$ cat config.mk
export PLATFORM = sky130hd
export DESIGN_NAME = hilo_op_sequencer_flat
export DESIGN_NICKNAME = d
export VERILOG_FILES = /design/src/rtl/hilo_op_sequencer_if.sv /design/src/rtl/hilo_op_sequencer.sv /design/src/flat_wrapper.sv
export SDC_FILE = /design/constraint.sdc
export NUM_CORES = 1
export LEC_CHECK = 0
export ABC_AREA = 1
export CORE_ASPECT_RATIO = 2
export CORE_UTILIZATION = 44
export CTS_CLUSTER_DIAMETER = 80
export DETAILED_ROUTE_END_ITERATION = 12
export GPL_ROUTABILITY_DRIVEN = 0
export GPL_TIMING_DRIVEN = 0
export HOLD_SLACK_MARGIN = 0.03
export PLACE_DENSITY = 0.85
export SETUP_SLACK_MARGIN = 0.2
export SLEW_MARGIN = 0
export SYNTH_ARGS = -nofsm -noshare
export SYNTH_HDL_FRONTEND = slang
export SYNTH_SLANG_ARGS = --single-unit
$ cat constraint.sdc
create_clock -name clk -period 2.33 [get_ports clk]
set_input_delay 0.466 -clock clk [delete_from_list [all_inputs] [get_ports clk]]
set_output_delay 0.466 -clock clk [all_outputs]
set_load 0.05 [all_outputs]
$ cat src/rtl/hilo_op_sequencer_if.sv
// Request, read-hazard and HI/LO write bus of the HI/LO operation sequencer.
// master = decode stage / HI/LO block side, slave = the sequencer itself.
interface hilo_op_sequencer_if;
  logic        req_valid;
  logic        req_ready;
  logic [1:0]  req_op;
  logic        req_sin;
  logic [31:0] req_a;
  logic [31:0] req_b;
  logic        rd_req;
  logic        stall;
  logic        dm_write_en;
  logic [1:0]  dm_op;
  logic        dm_sin;
  logic [31:0] dm_in_1;
  logic [31:0] dm_in_2;
  logic        done;
  logic        div0;

  modport master (
    output req_valid, req_op, req_sin, req_a, req_b, rd_req,
    input  req_ready, stall, dm_write_en, dm_op, dm_sin, dm_in_1, dm_in_2, done, div0
  );

  modport slave (
    input  req_valid, req_op, req_sin, req_a, req_b, rd_req,
    output req_ready, stall, dm_write_en, dm_op, dm_sin, dm_in_1, dm_in_2, done, div0
  );
endinterface

$ cat src/rtl/hilo_op_sequencer.sv
// Multi-cycle sequencer holding MTHI/MTLO/MULT/DIV for a fixed latency before one HI/LO write.
// Optional feature macro HILO_DIV0_TRAP_EN: DIV by zero traps for one cycle instead of writing.
module hilo_op_sequencer #(
  parameter int MUL_CYCLES = 4,
  parameter int DIV_CYCLES = 32
) (
  input  logic               clk,
  input  logic               reset,
  hilo_op_sequencer_if.slave bus
);

  localparam int MAX_CYCLES = (MUL_CYCLES > DIV_CYCLES) ? MUL_CYCLES : DIV_CYCLES;
  localparam int CW         = $clog2(MAX_CYCLES + 1);

  localparam logic [1:0] OP_MULT = 2'b10;
  localparam logic [1:0] OP_DIV  = 2'b11;

  // RUN is entered with L-2 so that reaching zero still costs one RUN cycle.
  localparam bit          MUL_MULTI = (MUL_CYCLES > 1);
  localparam bit          DIV_MULTI = (DIV_CYCLES > 1);
  localparam logic [CW-1:0] MUL_LOAD = MUL_MULTI ? CW'(MUL_CYCLES - 2) : '0;
  localparam logic [CW-1:0] DIV_LOAD = DIV_MULTI ? CW'(DIV_CYCLES - 2) : '0;

`ifdef HILO_DIV0_TRAP_EN
  typedef enum logic [1:0] {IDLE, RUN, COMMIT, TRAP} state_t;
`else
  typedef enum logic [1:0] {IDLE, RUN, COMMIT} state_t;
`endif

  state_t        state_q, state_d;
  logic [CW-1:0] cnt_q, cnt_d;
  logic          dm_write_en_q, dm_write_en_d;
  logic          done_q, done_d;
  logic [1:0]    dm_op_q, dm_op_d;
  logic          dm_sin_q, dm_sin_d;
  logic [31:0]   dm_in_1_q, dm_in_1_d;
  logic [31:0]   dm_in_2_q, dm_in_2_d;
  logic          accept;
`ifdef HILO_DIV0_TRAP_EN
  logic          div0_q, div0_d;
`endif

  always_comb begin
    accept    = bus.req_valid && (state_q == IDLE);
    state_d   = state_q;
    cnt_d     = cnt_q;
    dm_op_d   = dm_op_q;
    dm_sin_d  = dm_sin_q;
    dm_in_1_d = dm_in_1_q;
    dm_in_2_d = dm_in_2_q;

    case (state_q)
      IDLE: begin
        if (accept) begin
          dm_op_d   = bus.req_op;
          dm_sin_d  = bus.req_sin;
          dm_in_1_d = bus.req_a;
          dm_in_2_d = bus.req_b;
          state_d   = COMMIT;
          if (bus.req_op == OP_MULT) begin
            if (MUL_MULTI) begin
              state_d = RUN;
              cnt_d   = MUL_LOAD;
            end
          end else if (bus.req_op == OP_DIV) begin
`ifdef HILO_DIV0_TRAP_EN
            if (bus.req_b == 32'd0) begin
              state_d = TRAP;
            end else
`endif
            if (DIV_MULTI) begin
              state_d = RUN;
              cnt_d   = DIV_LOAD;
            end
          end
        end
      end
      RUN: begin
        if (cnt_q == '0) begin
          state_d = COMMIT;
        end else begin
          cnt_d = cnt_q - CW'(1);
        end
      end
      COMMIT:  state_d = IDLE;
`ifdef HILO_DIV0_TRAP_EN
      TRAP:    state_d = IDLE;
`endif
      default: state_d = IDLE;
    endcase

    // Strobes are registered copies of the state being entered.
    dm_write_en_d = (state_d == COMMIT);
`ifdef HILO_DIV0_TRAP_EN
    done_d        = (state_d == COMMIT) || (state_d == TRAP);
    div0_d        = (state_d == TRAP);
`else
    done_d        = (state_d == COMMIT);
`endif
  end

  always_ff @(posedge clk or negedge reset) begin
    if (!reset) begin
      state_q       <= IDLE;
      cnt_q         <= '0;
      dm_write_en_q <= 1'b0;
      done_q        <= 1'b0;
      dm_op_q       <= 2'b00;
      dm_sin_q      <= 1'b0;
      dm_in_1_q     <= 32'd0;
      dm_in_2_q     <= 32'd0;
`ifdef HILO_DIV0_TRAP_EN
      div0_q        <= 1'b0;
`endif
    end else begin
      state_q       <= state_d;
      cnt_q         <= cnt_d;
      dm_write_en_q <= dm_write_en_d;
      done_q        <= done_d;
      dm_op_q       <= dm_op_d;
      dm_sin_q      <= dm_sin_d;
      dm_in_1_q     <= dm_in_1_d;
      dm_in_2_q     <= dm_in_2_d;
`ifdef HILO_DIV0_TRAP_EN
      div0_q        <= div0_d;
`endif
    end
  end

  assign bus.req_ready   = (state_q == IDLE);
  assign bus.stall       = bus.rd_req && (state_q != IDLE);
  assign bus.dm_write_en = dm_write_en_q;
  assign bus.done        = done_q;
  assign bus.dm_op       = dm_op_q;
  assign bus.dm_sin      = dm_sin_q;
  assign bus.dm_in_1     = dm_in_1_q;
  assign bus.dm_in_2     = dm_in_2_q;
`ifdef HILO_DIV0_TRAP_EN
  assign bus.div0        = div0_q;
`else
  assign bus.div0        = 1'b0;
`endif

endmodule

$ cat src/flat_wrapper.sv
// flat-port wrapper written by rule: the top's interface ports become plain ports
module hilo_op_sequencer_flat 
#(
  parameter int MUL_CYCLES = 4,
  parameter int DIV_CYCLES = 32
)
  (clk, reset, bus_req_valid, bus_req_op, bus_req_sin, bus_req_a, bus_req_b, bus_rd_req, bus_req_ready, bus_stall, bus_dm_write_en, bus_dm_op, bus_dm_sin, bus_dm_in_1, bus_dm_in_2, bus_done, bus_div0);
  hilo_op_sequencer_if bus_i ();
  input  logic clk;
  input  logic reset;
  input wire logic [$bits(bus_i.req_valid)-1:0] bus_req_valid;
  input wire logic [$bits(bus_i.req_op)-1:0] bus_req_op;
  input wire logic [$bits(bus_i.req_sin)-1:0] bus_req_sin;
  input wire logic [$bits(bus_i.req_a)-1:0] bus_req_a;
  input wire logic [$bits(bus_i.req_b)-1:0] bus_req_b;
  input wire logic [$bits(bus_i.rd_req)-1:0] bus_rd_req;
  output wire logic [$bits(bus_i.req_ready)-1:0] bus_req_ready;
  output wire logic [$bits(bus_i.stall)-1:0] bus_stall;
  output wire logic [$bits(bus_i.dm_write_en)-1:0] bus_dm_write_en;
  output wire logic [$bits(bus_i.dm_op)-1:0] bus_dm_op;
  output wire logic [$bits(bus_i.dm_sin)-1:0] bus_dm_sin;
  output wire logic [$bits(bus_i.dm_in_1)-1:0] bus_dm_in_1;
  output wire logic [$bits(bus_i.dm_in_2)-1:0] bus_dm_in_2;
  output wire logic [$bits(bus_i.done)-1:0] bus_done;
  output wire logic [$bits(bus_i.div0)-1:0] bus_div0;
  assign bus_i.req_valid = bus_req_valid;
  assign bus_i.req_op = bus_req_op;
  assign bus_i.req_sin = bus_req_sin;
  assign bus_i.req_a = bus_req_a;
  assign bus_i.req_b = bus_req_b;
  assign bus_i.rd_req = bus_rd_req;
  assign bus_req_ready = bus_i.req_ready;
  assign bus_stall = bus_i.stall;
  assign bus_dm_write_en = bus_i.dm_write_en;
  assign bus_dm_op = bus_i.dm_op;
  assign bus_dm_sin = bus_i.dm_sin;
  assign bus_dm_in_1 = bus_i.dm_in_1;
  assign bus_dm_in_2 = bus_i.dm_in_2;
  assign bus_done = bus_i.done;
  assign bus_div0 = bus_i.div0;
  hilo_op_sequencer #(.MUL_CYCLES(MUL_CYCLES), .DIV_CYCLES(DIV_CYCLES)) u_core (.clk(clk), .reset(reset), .bus(bus_i));
endmodule
---- Word level (Yosys, flattened, before mapping) ----
Index checks and enable logic that the tools add are counted.
word-level totals
  register bits after elaboration ......... 76
  input port bits ......................... 71
  output and inout bits ................... 72
  logic and storage cells ................. 33
cells by class
  $add $sub $neg .......................... 1
  equality and inequality tests ........... 7
  muxes and demuxes ....................... 10
  reduce and logical (&&, ||, !) cells .... 8
operators by type and width
  cell                 count
  $mux 6               4
  $pmux 6 s2           1
  $mux 2               4
  $eq 2x2->1 const B   3
  $logic_not 6->1      1
  $sub 6x1->6 const B  1
  $pmux 2 s2           1
  $reduce_and 4->1     1
  $reduce_bool 2->1    2
  $ne 3x1->1 const B   1
  $eq 2x1->1 const B   1
  $logic_and 1x1->1    2
  $logic_not 2->1      1
  $ne 2x1->1 const B   1
  $ne 2x2->1 const B   1
  $reduce_and 2->1     1

---- Logic depth before layout (Yosys ltp) ----
Gate-level depths: netlist of run 1.
  word-level depth ........................ 6
  mapped depth ............................ 8
  gate-level depth less buffers ........... 8

---- Worst setup path after synthesis of run 1 ----
OpenSTA, ideal clock, no wires.
  path kind ............................... register to output
  from .................................... reg u_core.state_q[1]
  to ...................................... out bus_stall
  arrival time ............................ 1.442 ns
  required time ........................... 1.864 ns
  slack ................................... 0.422 ns
  stages on the path, launching flop included .. 5
  buffers on the path ..................... 0
  cell sequence ........................... dfrtp_1 > inv_2 > nand2_1 > inv_1 > nor2_1
between the ends
  word-level cells in the longest chain between the ends .. 2
RTL lines
  what                    line                      text
  from (decl)             hilo_op_sequencer.sv:30   state_t state_q, state_d;
  from (signal assigned)  hilo_op_sequencer.sv:116  state_q <= state_d;
  $reduce_bool 2->1       hilo_op_sequencer.sv:131  assign bus.stall = bus.rd_req && (state_q != IDLE);
  $logic_and 1x1->1       hilo_op_sequencer.sv:131
  to (decl)               flat_wrapper.sv:18        output wire logic [$bits(bus_i.stall)-1:0] bus_stall;
Every way passes these cells.

---- Worst setup path in the final report of run 1 ----
  from .................................... in bus_rd_req
  to ...................................... out bus_stall
between the ends
  word-level cells in the longest chain between the ends .. 1
RTL lines
  what               line                      text
  from (decl)        flat_wrapper.sv:16        input wire logic [$bits(bus_i.rd_req)-1:0] bus_rd_req;
  $logic_and 1x1->1  hilo_op_sequencer.sv:131
Every way passes these cells.

==> results of run 1 <==
## power by group through the flow
stage / logic [mW] / clock network [mW] / registers [mW]
floorplan: 1.08 / 0 / 4.25
global placement: 4.63 / 0 / 2.28
detailed placement: 4.72 / 0 / 2.31
CTS: 4.73 / 1.22 / 2.30
global route: 4.99 / 1.27 / 2.38
finish: 4.69 / 1.20 / 2.30
## per-layer routing
| metal | GRT usage (%) | vias to the layer above | share of wire [%] |
|---|---|---|---|
| li1 | - | 1375 | - |
| met1 | 25.8 | 1277 | 35 |
| met2 | 44.2 | 104 | 56 |
| met3 | 5.82 | 28 | 4.6 |
| met4 | 15.6 | 0 | 4.5 |
| met5 | 0 | - | 0 |
## sequential cells by signal, summed over array words and instances (netlist names)
signal                  cells
u_core.bus.dm_in_1         32
u_core.bus.dm_write_en      1
u_core.bus.dm_op            2
u_core.bus.dm_in_2         32
u_core.cnt_q                6
u_core.bus.dm_sin           1
u_core.state_q              2
## logic make-up after synthesis
family	after synthesis	share of synthesized area [%]
adder cells (fa/ha/maj)	1	0.411
other	1	0.123
AND/OR/NAND/NOR	240	30.2
AO/OA/AOI/OAI	8	1.48
buffers and inverters	30	5.34
flip-flops	76	62.4
## worst register-to-register path: stages (launching register included)
cell	delay (ns)
dfrtp_1	0.36
inv_1	0.13
ha_1	0.25
nand3_1	0.15
nand2_1	0.12
nand2_2	0.13
o21a_1	0.20
## worst min-delay path by stage
stage / slack, ns / from / to
after floorplan: 0.17 / reset / u_core.bus.dm_in_1[0]
after global placement: 0.45 / u_core.bus.dm_in_1[23] / u_core.bus.dm_in_1[23]
after detailed placement: 0.27 / reset / u_core.bus.dm_in_2[5]
after CTS: 0.46 / reset / u_core.bus.dm_in_2[5]
after global routing: 0.48 / u_core.bus.dm_in_2[17] / u_core.bus.dm_in_2[17]
final: 0.47 / reset / u_core.bus.dm_in_2[5]
## what timing repair did
action / CTS / global route
gates cloned: 0 / 0
setup endpoints to repair: 2 / 1
setup buffers: 0 / 0
hold buffers: 1 / 0
gates resized for setup: 2 / 1
endpoints found under the hold margin: 2 / 0
## synthesized netlist by cell type
cell type	count	area, sq um
nand2_1	224	841
dfrtp_1	76	1900
inv_1	11	41.3
nor2_1	9	33.8
buf_2	7	35.0
buf_4	7	52.6
o21ai_0	5	25.0
inv_2	3	11.3
nand3_1	3	15.0
buf_6	2	22.5
o22ai_1	2	12.5
conb_1	1	3.75
ha_1	1	12.5
nand2_2	1	6.26
nand4_1	1	6.26
nor2_2	1	6.26
nor2_4	1	11.3
o21a_1	1	7.51
## area by class of cell
class | instances | area (sq um)
tap | 88 | 110
fill | 515 | 1820
timing repair buffer | 143 | 1450
buffer | 16 | 110
inverter | 14 | 52.6
multi-input combinational | 250 | 981
sequential | 76 | 1900
clock inverter | 3 | 15.0
clock buffer | 12 | 236
## cells in the final DEF, fill, tap and decap left out, types with 5 or more instances in the layout
master           netlist  routed
nand2_1              224     224
clkdlybuf4s50_1        0     138
dfrtp_1               76      76
inv_1                 11      11
nor2_1                 9       9
clkbuf_16              0       9
buf_4                  7       8
buf_2                  7       7
o21ai_0                5       5
==> reports/metrics.csv, run 1 <==
metric,value,unit
dp.cells,586,
die-area,0.00728,sq mm
grt_pass1_wl,13.4,mm
drt_iter0_markers,90,
synth.avg_cell_area,8.55,sq um
drc_errors,0,
drive_gt1_share,7.00,%
start_util,45.6,%
skew,0.00310,ns
yosysSeqAreaShare,62.4,%
max_stage_delay,0.50,ns
hold_slack,0.466,ns
wirelength,8.12,mm
period_minus_slack,2.02,ns
critPathTopFamily,buffers and inverters,
dpl_cell_area,0.00459,sq mm
rows,42,
r2r_end,u_core.cnt_q[1],
dp.final_hpwl,6.12,mm
clkPwrFrac,14.6,%
htreeDepth,3,
cts_buffers,9,
maxSlewViolCount,0,
path_buf_inv,3,
wire_per_inst,13.5,microns
cpMaxStageDelayCell,clkdlybuf4s15_1,
dr.pass1.iters,6,
seqPwrFrac,28.1,%
pwr-share-comb,57.3,%
rr_startpoint,u_core.cnt_q[0],
period_share,86.6,%
crit_start,bus_rd_req,
worstSetupPathType,primary input to output pin,
syn_nets,428,
worstSetupEndpointType,output pin,
synth-seq-cells,76,
cp_data_arrival_time,1.55,ns
setup_viol,0,
track_usage,25.4,%
yosysUniqueCellTypes,18,
synthCells,356,
io_buffers,141,
required,1.86,ns
place_ws,-0.000454,ns
status,finished clean,
crit_cells,4,
totalNegativeSetupSlack,0,ns
design_area,0.00485,sq mm
clock-sinks,76,
fmax,0.496,GHz
vias_per_cell,4.62,
fp.coreArea,0.00667,sq mm
cts_tree,built,
rsz0062_at_grt,no,
clkLatencyLatePin,0.33,ns
cp_cell_sequence,clkdlybuf4s50_1 > inv_1 > nor2_1 > clkdlybuf4s15_1,
crit_fanout,1,
maxCapViolCount,0,
die_w,60.8,microns
ff2ff_path_depth,6,
diodes,0,
boundaryPins,143,
ir_drop,1.11,mV
reg2reg_slack,0.87,ns
setup_ws,0.312,ns
vias,2784,
antenna_found_initial,0,
min_path_type,primary input to asynchronous set/reset pin,
max_slew_margin,63.6,%
pwr_density_cell,1690,mW/mm^2
synth_area,0.00305,sq mm
hold_viol_final,0,
path_clk_slew,0.05,ns
syn_to_final_growth,59.3,%
worst_pin_slew,0.544,ns
swShare,49.4,%
worstSetupStartpointType,primary input,
total_power,8.18,mW
die_h,120,microns
finalCoreUtilization,72.7,%
num-nets-final,582,
ant_nets,0,
total_leakage_power,2.45,nW
cts_buffer_depth,2,
grt-ovfl-total,0,
grt_pass1_vias,2887,
synth_warnings,0,
endpoint,bus_stall,
internal_power,4.14,mW
power.switching,4.04,mW
grt_start_max_net_pins,75,
clockRootBuffer,clkbuf_16,
finalNonFillerCells,602,
Note: power is estimated with default switching activity, not from simulation.
==> run 2, diff against run 1 <==
- CORE_UTILIZATION: 44 -> 41
- PLACE_DENSITY: 0.85 -> 0.8
- SKIP_CTS_REPAIR_TIMING: not set -> 1
- clock period: 2.33 -> 1.9 ns (I/O delays scaled with it)
==> run 2 against run 1 <==
Compared with the run above: wire length increased by 3.5%; critical endpoint unchanged; via count up 1.7%; flip-flop and latch count unchanged; cell count is 0.83% higher; total power is 31% higher; combinational power is 21% higher; worst hold slack worse by 0.037 ns; core utilization fell by 1.1 points; worst setup slack worse by 0.20 ns; critical path type is now register to output pin; first-iteration DRC count unchanged; largest cell class unchanged.
==> reports/metrics.csv, run 2 (synthesis results as in run 1) <==
metric,value,unit,change
pwr_density_cell,2070,mW/mm^2,+23%
ant_nets,0,,unchanged
dr.pass1.iters,4,,-2
design_area,0.00517,sq mm,+6.5%
crit_cells,5,,+1
grt_start_max_net_pins,68,,-9.3%
cts_buffer_depth,2,,unchanged
required,1.52,ns,-0.34 ns
power.switching,5.03,mW,+24%
finalCoreUtilization,71.7,%,-1.1 points
worstSetupEndpointType,output pin,,
pwr-share-comb,53.1,%,-4.2 points
start_util,42.2,%,-3.4 points
clock-sinks,76,,unchanged
dp.final_hpwl,5.98,mm,-2.4%
min_path_type,primary input to asynchronous set/reset pin,,
wire_per_inst,13.8,microns,+2.6%
drc_errors,0,,unchanged
skew,0.00297,ns,-0.000127 ns
vias,2831,,+1.7%
fmax,0.561,GHz,
fp.coreArea,0.00721,sq mm,+8.1%
maxSlewViolCount,0,,unchanged
seqPwrFrac,26.3,%,-1.8 points
crit_fanout,2,,+1
maxCapViolCount,0,,unchanged
clkLatencyLatePin,0.33,ns,about the same
setup_viol,0,,unchanged
die_h,124,microns,+3.5%
period_minus_slack,1.78,ns,
worst_pin_slew,0.562,ns,+0.0185 ns
cp_cell_sequence,inv_2 > nand2_1 > inv_1 > nor2_2 > dlymetal6s2s_1,,
ff2ff_path_depth,6,,unchanged
fill_cells,542,,+5.2%
cpMaxStageDelayCell,dlymetal6s2s_1,,
dpl_cell_area,0.00460,sq mm,+0.16%
worstSetupStartpointType,register,,
cts_buffers,9,,unchanged
die-area,0.00780,sq mm,+7.1%
status,finished clean,,
diodes,0,,unchanged
period_share,93.9,%,
grt_pass1_wl,12.7,mm,-5.2%
vias_per_cell,4.66,,+0.85%
cts_tree,built,,
max_stage_delay,0.42,ns,-0.08 ns
wirelength,8.40,mm,+3.5%
ir_drop,1.24,mV,+11%
clockRootBuffer,clkbuf_16,,
cp_data_arrival_time,1.40,ns,-0.15 ns
swShare,46.9,%,-2.4 points
final_common_cell,nand2_1,,
io_buffers,141,,unchanged
drive_gt1_share,8.16,%,+1.2 points
grt_pass1_vias,2685,,-7.0%
drt_iter0_markers,90,,unchanged
num-nets-final,582,,unchanged
hold_viol_final,0,,unchanged
internal_power,5.69,mW,+37%
track_usage,21.6,%,-3.7 points
boundaryPins,143,,unchanged
grt-ovfl-total,0,,unchanged
path_buf_inv,3,,unchanged
antenna_found_initial,0,,unchanged
rsz0062_at_grt,yes,,
path_clk_slew,0.06,ns,about the same
total_leakage_power,3.34,nW,+37%
max_slew_margin,62.5,%,-1.2 points
critPathTopFamily,buffers and inverters,,
syn_to_final_growth,69.7,%,
worstSetupPathType,register to output pin,,
rows,44,,+4.8%
clkPwrFrac,20.5,%,+5.9 points
layout_common_cells,"224 x nand2_1, 76 x dfrtp_1, 70 x dlymetal6s2s_1, 69 x clkdlybuf4s50_1, 11 x inv_1",,
die_w,62.9,microns,+3.5%
total_power,10.7,mW,+31%
htreeDepth,3,,unchanged
totalNegativeSetupSlack,0,ns,unchanged
## run 2: changes by cell type in the layout (fill, tap and decap cells not counted), sizes merged
| cell | delta |
|---|---|
| bufinv | +5 |
| clkbuf | -2 |
| clkdlybuf4s15 | -1 |
| clkdlybuf4s50 | -69 |
| clkinv | -2 |
| clkinvlp | +1 |
| dlygate4sd2 | -1 |
| dlymetal6s2s | +70 |
## run 2: cell type report
class / instances / area, sq um / share of cell area [%]
clock buffer: 9 / 225 / 4.36
sequential: 76 / 1900 / 36.8
tap: 92 / 115 / 2.23
buffer: 16 / 110 / 2.13
timing repair buffer: 143 / 1620 / 31.3
multi-input combinational: 250 / 983 / 19.0
clock inverter: 7 / 163 / 3.15
inverter: 14 / 52.6 / 1.02
## run 2: path summary, 6_finish.rpt
kind	endpoint	from	slack (ns)
worst max-delay path	bus_stall	u_core.state_q[1]	0.12
worst min-delay path	u_core.bus.dm_in_2[12]	reset	0.43
worst max register to register	u_core.cnt_q[1]	u_core.cnt_q[0]	0.45
min in group clk	u_core.bus.dm_in_2[30]	u_core.bus.dm_in_2[30]	0.46
max in group asynchronous	u_core.bus.dm_in_2[2]	reset	0.90
worst min register to register	u_core.bus.dm_in_2[30]	u_core.bus.dm_in_2[30]	0.46
## run 2: metal layers
layer  vias to the layer above  global-route usage [%]  part of all wire, %
li1                       1374                       -                    -
met1                      1333                    22.8                   36
met2                       100                    37.9                   55
met3                        24                    5.22                  4.5
met4                         0                    14.2                  4.4
met5                         -                       0                    0
## run 2: per-stage QoR
step | setup WS [ns] | hold slack [ns] | cells
after floorplan | 0.304 | 0.0844 | 356
after global placement | -2.12 | 0.452 | 589
after detailed placement | -0.248 | 0.231 | 590
after CTS | -0.290 | -0.126 | 606
after global routing | 0.0237 | 0.443 | 607
final | 0.116 | 0.429 | 607
## run 2: power by group through the flow
| stage | clock network, mW | registers [mW] | logic, mW |
|---|---|---|---|
| 2_1_floorplan | 0 | 5.22 | 1.33 |
| 3_3_place_gp | 0 | 2.80 | 5.68 |
| 3_5_place_dp | 0 | 2.84 | 5.78 |
| 4_1_cts | 2.24 | 2.83 | 5.80 |
| 5_1_grt | 2.29 | 2.90 | 6.03 |
| 6_report | 2.20 | 2.82 | 5.69 |
==> run 3, diff against run 2 <==
- PLACE_DENSITY: 0.8 -> 0.9
==> run 3 against run 2 <==
Compared with the run above: sequential power about the same; cell area down 0.99%; clock power down 14%; flip-flop and latch count unchanged; clock skew up 0.0036 ns; cell count unchanged; critical path type unchanged; critical endpoint unchanged; largest power group unchanged.
==> reports/metrics.csv, run 3 (synthesis results as in run 1) <==
metric,value,unit,change
finalNonFillerCells,607,,unchanged
maxCapViolCount,0,,unchanged
grt_pass1_wl,13.0,mm,+2.7%
pwr_density_cell,2030,mW/mm^2,-2.0%
dp.final_hpwl,6.05,mm,+1.3%
grt_pass1_vias,2810,,+4.7%
diodes,0,,unchanged
final_common_cell,nand2_1,,
cts_tree,built,,
dp.cells,590,,unchanged
worst_pin_slew,0.574,ns,+0.0116 ns
period_share,93.6,%,-0.28 points
vias_per_cell,4.63,,-0.71%
syn_to_final_growth,68.0,%,
status,finished clean,,
cp_data_arrival_time,1.40,ns,about the same
wire_per_inst,14.1,microns,+1.6%
worstSetupEndpointType,output pin,,
io_buffers,141,,unchanged
die_h,124,microns,unchanged
die_w,62.9,microns,unchanged
clockRootBuffer,clkbuf_16,,
min_path_type,primary input to asynchronous set/reset pin,,
met3_usage,6.14,%,+0.92 points
clock-sinks,76,,unchanged
num-nets-final,582,,unchanged
antenna_found_initial,0,,unchanged
start_util,42.2,%,unchanged
ir_drop,1.45,mV,+17%
fp.coreArea,0.00721,sq mm,unchanged
max_slew_margin,61.7,%,-0.78 points
cts_buffers,9,,unchanged
drive_gt1_share,8.16,%,unchanged
required,1.52,ns,about the same
drt_iter0_markers,101,,+12%
finalCoreUtilization,70.9,%,-0.71 points
worstSetupPathType,register to output pin,,
track_usage,22.3,%,+0.62 points
grt_start_max_net_pins,75,,+10%
met2_usage,39.0,%,+1.1 points
ff2ff_path_depth,6,,unchanged
design_area,0.00512,sq mm,-0.99%
totalNegativeSetupSlack,0,ns,unchanged
rsz0062_at_grt,yes,,
grt-busiest-layer,met2,,
grtUsageMet1,23.0,%,+0.15 points
maxSlewViolCount,0,,unchanged
dr.pass1.iters,4,,unchanged
layout_common_cells,"224 x nand2_1, 76 x dfrtp_1, 70 x dlymetal6s2s_1, 69 x clkdlybuf4s50_1, 11 x inv_1",,
drc_errors,0,,unchanged
setup_viol,0,,unchanged
htreeDepth,3,,unchanged
fmax,0.562,GHz,+0.30%
skew,0.00653,ns,+0.00356 ns
cts_buffer_depth,2,,unchanged
clkLatencyLatePin,0.33,ns,about the same
ant_nets,0,,unchanged
rows,44,,unchanged
wirelength,8.54,mm,+1.6%
die-area,0.00780,sq mm,unchanged
path_clk_slew,0.06,ns,about the same
worstSetupStartpointType,register,,
grt-ovfl-total,0,,unchanged
boundaryPins,143,,unchanged
crit_fanout,2,,unchanged
vias,2811,,-0.71%
period_minus_slack,1.78,ns,-0.00533 ns
place_ws,-0.238,ns,+0.0101 ns
hold_viol_final,0,,unchanged
total_leakage_power,3.33,nW,-0.51%
setup_ws,0.121,ns,+0.00533 ns
dpl_cell_area,0.00460,sq mm,unchanged
-- run 3: power by group --
group	total, mW	internal [mW]	switching, mW
registers	2.80	2.39	0.413
logic	5.70	1.75	3.94
clock network	1.89	1.25	0.641
total	10.4	5.40	5.00
-- run 3: path summary, 6_finish.rpt --
path	start	endpoint	slack, ns
worst min register to register	u_core.bus.dm_in_2[4]	u_core.bus.dm_in_2[4]	0.46
min in group clk	u_core.bus.dm_in_2[4]	u_core.bus.dm_in_2[4]	0.46
max in group asynchronous	reset	u_core.bus.dm_in_1[7]	0.95
worst min-delay path	reset	u_core.bus.dm_in_2[13]	0.39
worst max-delay path	u_core.state_q[1]	bus_stall	0.12
worst max register to register	u_core.cnt_q[0]	u_core.cnt_q[1]	0.43
-- run 3: per-layer routing --
layer / wire length, microns / share of wire, % / up-vias
met5: 0 / 0 / -
met2: 4880 / 57 / 110
li1: - / - / 1374
met4: 348 / 4.1 / 0
met1: 2940 / 34 / 1302
met3: 371 / 4.3 / 25
-- run 3: layout make-up --
type / count / area (sq um)
fill: 507 / 2100
sequential: 76 / 1900
timing repair buffer: 143 / 1620
multi-input combinational: 250 / 983
clock buffer: 12 / 267
tap: 92 / 115
buffer: 16 / 110
clock inverter: 4 / 70.1
inverter: 14 / 52.6
-- run 3: stage by stage --
stage	hold slack (ns)	power (mW)
floorplan	0.0844	6.54
global placement	0.454	8.46
detailed placement	0.184	8.61
CTS	-0.173	10.6
global route	0.404	10.9
finish	0.388	10.4
-- run 3: critical path, cell delays in order, from the launching register on --
cell and delay (ns):
dfrtp_1 0.37, inv_2 0.03, nand2_1 0.11, inv_1 0.08, nor2_2 0.07, dlymetal6s2s_1 0.41
